$ cat src/rtl/bsg_fifo_1r1w_rolly_replay_ctrl.sv
// Read-side replay controller for a rolly FIFO feeding a lossy in-order link.
// Define BSG_FIFO_ROLLY_REPLAY_STATS_EN to build the saturating rewind counter behind replay_count_o.
module bsg_fifo_1r1w_rolly_replay_ctrl #(
    parameter int width_p           = 8,
    parameter int lg_size_p         = 3,
    parameter int max_outstanding_p = 2 ** lg_size_p,
    parameter int timeout_p         = 64,
    parameter int backoff_p         = 4,
    parameter int max_retries_p     = 8
) (
    input  logic               clk_i,
    input  logic               reset_i,

    input  logic [width_p-1:0] fifo_data_i,
    input  logic               fifo_v_i,
    output logic               fifo_yumi_o,
    output logic               fifo_r_incr_o,
    output logic               fifo_r_rewind_o,

    output logic [width_p-1:0] data_o,
    output logic               v_o,
    input  logic               ready_i,
    input  logic               ack_i,
    input  logic               nack_i,

    output logic               error_o,
    output logic [15:0]        replay_count_o
);

    localparam int out_width_lp   = $clog2(max_outstanding_p + 1);
    localparam int to_width_lp    = (timeout_p > 1) ? $clog2(timeout_p) : 1;
    localparam int bo_width_lp    = (backoff_p > 1) ? $clog2(backoff_p) : 1;
    localparam int retry_width_lp = $clog2(max_retries_p + 1);
    localparam int bo_last_lp     = (backoff_p > 0) ? backoff_p - 1 : 0;

    typedef enum logic [1:0] {eSend, eBackoff, eError} state_e;

    state_e                    state_r;
    logic [out_width_lp-1:0]   outstanding_r;
    logic [to_width_lp-1:0]    timeout_r;
    logic [bo_width_lp-1:0]    backoff_r;
    logic [retry_width_lp-1:0] retry_r;

    logic send_st;
    logic has_outstanding;
    logic ack_valid;
    logic timeout_hit;
    logic rewind;
    logic [retry_width_lp-1:0] retry_on_rewind;

    assign send_st         = (state_r == eSend);
    assign has_outstanding = (outstanding_r != '0);

    assign data_o = fifo_data_i;
    assign v_o    = fifo_v_i & send_st
                  & (outstanding_r < out_width_lp'(max_outstanding_p));

    // Acks only count against something actually in flight; in eError they are dropped.
    assign ack_valid   = ack_i & has_outstanding & (state_r != eError);
    assign timeout_hit = send_st & has_outstanding & ~ack_valid
                       & (timeout_r == to_width_lp'(timeout_p - 1));
    assign rewind      = (nack_i & (state_r != eBackoff)) | timeout_hit;

    assign fifo_yumi_o     = v_o & ready_i & ~rewind;
    assign fifo_r_incr_o   = ack_valid;
    assign fifo_r_rewind_o = rewind;
    assign error_o         = (state_r == eError);

    // An ack in the rewind cycle proves the link made progress, so the streak restarts at one.
    assign retry_on_rewind = ack_valid ? retry_width_lp'(1)
                                       : retry_r + retry_width_lp'(1);

    always_ff @(posedge clk_i) begin
        if (reset_i) begin
            state_r       <= eSend;
            outstanding_r <= '0;
            timeout_r     <= '0;
            backoff_r     <= '0;
            retry_r       <= '0;
        end else begin
            if (rewind)
                outstanding_r <= '0;
            else
                outstanding_r <= outstanding_r + out_width_lp'(fifo_yumi_o)
                                               - out_width_lp'(ack_valid);

            if (send_st && has_outstanding && !ack_valid && !rewind)
                timeout_r <= timeout_r + to_width_lp'(1);
            else
                timeout_r <= '0;

            if (state_r != eError) begin
                if (rewind)
                    retry_r <= retry_on_rewind;
                else if (ack_valid)
                    retry_r <= '0;
            end

            case (state_r)
                eSend: begin
                    if (rewind) begin
                        backoff_r <= '0;
                        if (retry_on_rewind >= retry_width_lp'(max_retries_p))
                            state_r <= eError;
                        else if (backoff_p == 0)
                            state_r <= eSend;
                        else
                            state_r <= eBackoff;
                    end
                end
                eBackoff: begin
                    if (backoff_r == bo_width_lp'(bo_last_lp))
                        state_r <= eSend;
                    else
                        backoff_r <= backoff_r + bo_width_lp'(1);
                end
                eError:   state_r <= eError;
                default:  state_r <= eSend;
            endcase
        end
    end

`ifdef BSG_FIFO_ROLLY_REPLAY_STATS_EN
    logic [15:0] replay_count_r;

    always_ff @(posedge clk_i) begin
        if (reset_i)
            replay_count_r <= '0;
        else if (rewind && (replay_count_r != 16'hFFFF))
            replay_count_r <= replay_count_r + 16'd1;
    end

    assign replay_count_o = replay_count_r;
`else
    assign replay_count_o = '0;
`endif

    ack_needs_outstanding: assert property (@(posedge clk_i) disable iff (reset_i)
        !(ack_i && !has_outstanding && (state_r != eError)));

endmodule
$ cat config.mk
export PLATFORM = sky130hd
export DESIGN_NAME = bsg_fifo_1r1w_rolly_replay_ctrl
export DESIGN_NICKNAME = d
export VERILOG_FILES = /design/src/rtl/bsg_fifo_1r1w_rolly_replay_ctrl.sv
export SDC_FILE = /design/constraint.sdc
export NUM_CORES = 1
export LEC_CHECK = 0
export BUFFER_PORTS_ARGS = -buffer_cell sky130_fd_sc_hd__buf_2
export CAP_MARGIN = 20
export CORE_MARGIN = 2
export CORE_UTILIZATION = 35
export CTS_CLUSTER_SIZE = 28
export DETAILED_ROUTE_END_ITERATION = 7
export GPL_ROUTABILITY_DRIVEN = 0
export SYNTH_ARGS = -nofsm -noshare
export SYNTH_HDL_FRONTEND = slang
export SYNTH_SLANG_ARGS = --single-unit
$ cat constraint.sdc
create_clock -name clk_i -period 3.8 [get_ports clk_i]
set_input_delay 0.38 -clock clk_i [delete_from_list [all_inputs] [get_ports clk_i]]
set_output_delay 0.38 -clock clk_i [all_outputs]
set_load 0.1 [all_outputs]
==> results.cfg <==
[synthesis]
netlist.area_leader.share_pct = 29.7
synthCells = 141
synth_flop_cell = dfxtp_1
synth-edff-count = 0
ys_ff_latch = 18
synth_warnings = 0
synthesis.area_sq_um = 1210
syn_area_per_cell_sq_um = 8.62
synth-async-reset-ratio_pct = 0
synth.top_cells.by_area = dfxtp_1, buf_4, ha_1, xnor2_1, inv_1
synth-seq-area-share_pct = 29.7
synth_cell_types = 43
synth_top_area_cell = dfxtp_1

[cts]
post_cts_resized = 0
cts.sinks = 18
clockBufferDepth = 2
post-cts-setup-buffers = 0
htreeDepth = 1
cts_buffers = 3
clkLatencyLatePin_ps = 300
path_clk_slew_ps = 110
clock-root-buffer = clkbuf_4
hold_buffers = 0
tritoncts = built

[global_routing]
gr-usage-met2_pct = 20.2
grt_pass1_wl_um = 3800
antenna_found_initial = 0
first_global_vias = 858
grt_max_degree = 17
busiest_layer = met2
gr-usage-met1_pct = 13.6
gr-usage-met3_pct = 4.68
overflow = 0
grt_usage_pct = 12.0

[route]
dr_total_vias = 918
ant_nets = 0
drt-initial-drc-count = 41
drt_pre_antenna_iters = 4
route.final.wire_length_um = 2180
wl_per_cell_um = 11.5
viasPerCell = 4.86
drc_errors = 0

[min_path]
hold_path_class = primary input to flip-flop

[worst_setup_path]
cp_data_arrival_time_ps = 2320
start_kind = flip-flop
critical_path_class = flip-flop to output pin
crit_fanout = 9
cp-end-kind = output pin
required_ps = 3420

[pwr]
power.density_nw_per_um2 = 584
p_leak_uw = 0.000499
swShare_pct = 47.6
comb_power_share_pct = 52.4
p_sw_uw = 346
seqPwrFrac_pct = 30.9
clockPowerShare_pct = 16.6
peakVddDrop_mv = 0.162
power.internal_uw = 381

[layout]
fillers = 367
fin_nets = 167
n_antenna_cell = 0
area.sequential_sq_um = 360
syn_to_final_growth_pct = 2.37
final_util_pct = 37.3
drive_gt1_share_pct = 16.1
multi_input_area_sq_um = 694

[sta]
slew_viol_final = 0
timing.final.crit_share_pct = 71.1
final_hold_viol_count = 0
finalCriticalPeriod_ps = 2700
setup-tns-final_ps = 0
max_freq_mhz = 370
setup_violations = 0
finalClockSkew_ps = 7.26
rsz0062_at_grt = no

[floorplanning]
die_area_sq_um = 3960
start_util_pct = 36.4
die_w_um = 62.9
num_rows = 21
ioPinCount = 43
fp.coreArea_sq_um = 3340
die-height_um = 62.9

[place]
portBuffers = 10
place.detailed.hpwl_um = 1720

[outcome]
status = complete, no violations

[job]
cap_violations = 0
critical path: stages, from the launching register on:
cell and delay, ps:
dfxtp_1 320, inv_1 70, ha_1 130, or3b_1 490, and4_4 230, nor2_4 160
and3_1 190, buf_2 430
registers in the layout (all words and copies together), names as in the netlist:
signal and cells:
timeout_r 6, outstanding_r 4, retry_r 4, backoff_r 2
state_r 2
layout by cell type, fill, tap and decap left out, drive strengths merged:
cell type and count:
o221a 1, a31oi 2, o32ai 3, nor2 11
buf 10, nor4b 1, clkbuf 4, o221ai 1
nand4b 1, and3 2, a21boi 1, a21oi 4
nand2b 3, or2 1, nor3b 2, a22oi 1
or4 1, dfxtp 18, o21ai 2, and4 1
ha 8, a21o 1, nor3 4, xnor2 6
or3b 1, a41oi 1, nor4 1, inv 11
clkinv 1, nand2 6, nand3 6, a221oi 1
nand4 2, fa 1, a211oi 2, conb 16
o2111ai 2, and2 2, xor2 1
path summary, 6_finish.rpt:
check	start	endpoint	slack [ps]	cells past startpoint
worst max register to register	outstanding_r[2]$_SDFF_PP0_	outstanding_r[2]$_SDFF_PP0_	1170	11
worst min register to register	timeout_r[0]$_SDFF_PP0_	timeout_r[0]$_SDFF_PP0_	470	1
worst min-delay path	reset_i	retry_r[2]$_SDFFE_PP0P_	440	2
worst max-delay path	outstanding_r[2]$_SDFF_PP0_	fifo_yumi_o	1100	7
layer usage:
metal,wire length [um],up-vias
met2,1070,29
li1,-,459
met3,152,2
met1,948,428
met5,0,-
met4,15,0
cells by family after synthesis:
kind of cell,count (synthesis),synth area share (%)
AOI/OAI and AO/OA,22,13.9
xor gates and xnor gates,7,5.05
adders and majority gates,9,9.89
buffers and inverters,39,19.7
DFF,18,29.7
other,1,0.309
and+or+nand+nor,45,21.5
metrics by stage:
stage / setup slack [ps] / instance area, sq um / std cells / total power (uW) / hold slack, ps
after floorplan: 320 / 1290 / 156 / 614 / 418
after global placement: 1270 / 1210 / 185 / 599 / 428
after detailed placement: 1210 / 1210 / 185 / 611 / 455
after CTS: 1070 / 1240 / 189 / 736 / 450
after global routing: 945 / 1240 / 189 / 783 / 457
final: 1100 / 1240 / 189 / 727 / 444
synth_stat cells, types with 2 or more instances:
| cell | instances |
|---|---|
| a31oi_1 | 2 |
| o32ai_1 | 3 |
| inv_1 | 10 |
| buf_2 | 2 |
| xnor2_1 | 6 |
| a211oi_1 | 2 |
| o21ai_0 | 2 |
| ha_1 | 8 |
| nand4_1 | 2 |
| nor3b_1 | 2 |
| buf_4 | 24 |
| a21oi_1 | 4 |
| nor3_1 | 3 |
| and3_1 | 2 |
| nand3_1 | 6 |
| nand2b_1 | 3 |
| dfxtp_1 | 18 |
| nor2_1 | 10 |
| nand2_1 | 6 |
| o2111ai_1 | 2 |
| and2_1 | 2 |
area by class of cell:
type	instances	share of cell area [%]
tap	46	4.63
inverter	12	3.62
clock buffer	4	2.92
timing repair buffer	10	4.02
multi-input combinational	99	55.8
sequential	18	29.0
power groups by stage:
stage / combinational (uW) / clock [uW] / sequential [uW]
finish: 381 / 121 / 225
global route: 419 / 138 / 227
CTS: 383 / 128 / 225
detailed placement: 382 / 0 / 229
global placement: 370 / 0 / 229
floorplan: 389 / 0 / 225
No activity file was read; power rests on OpenSTA's default activity.
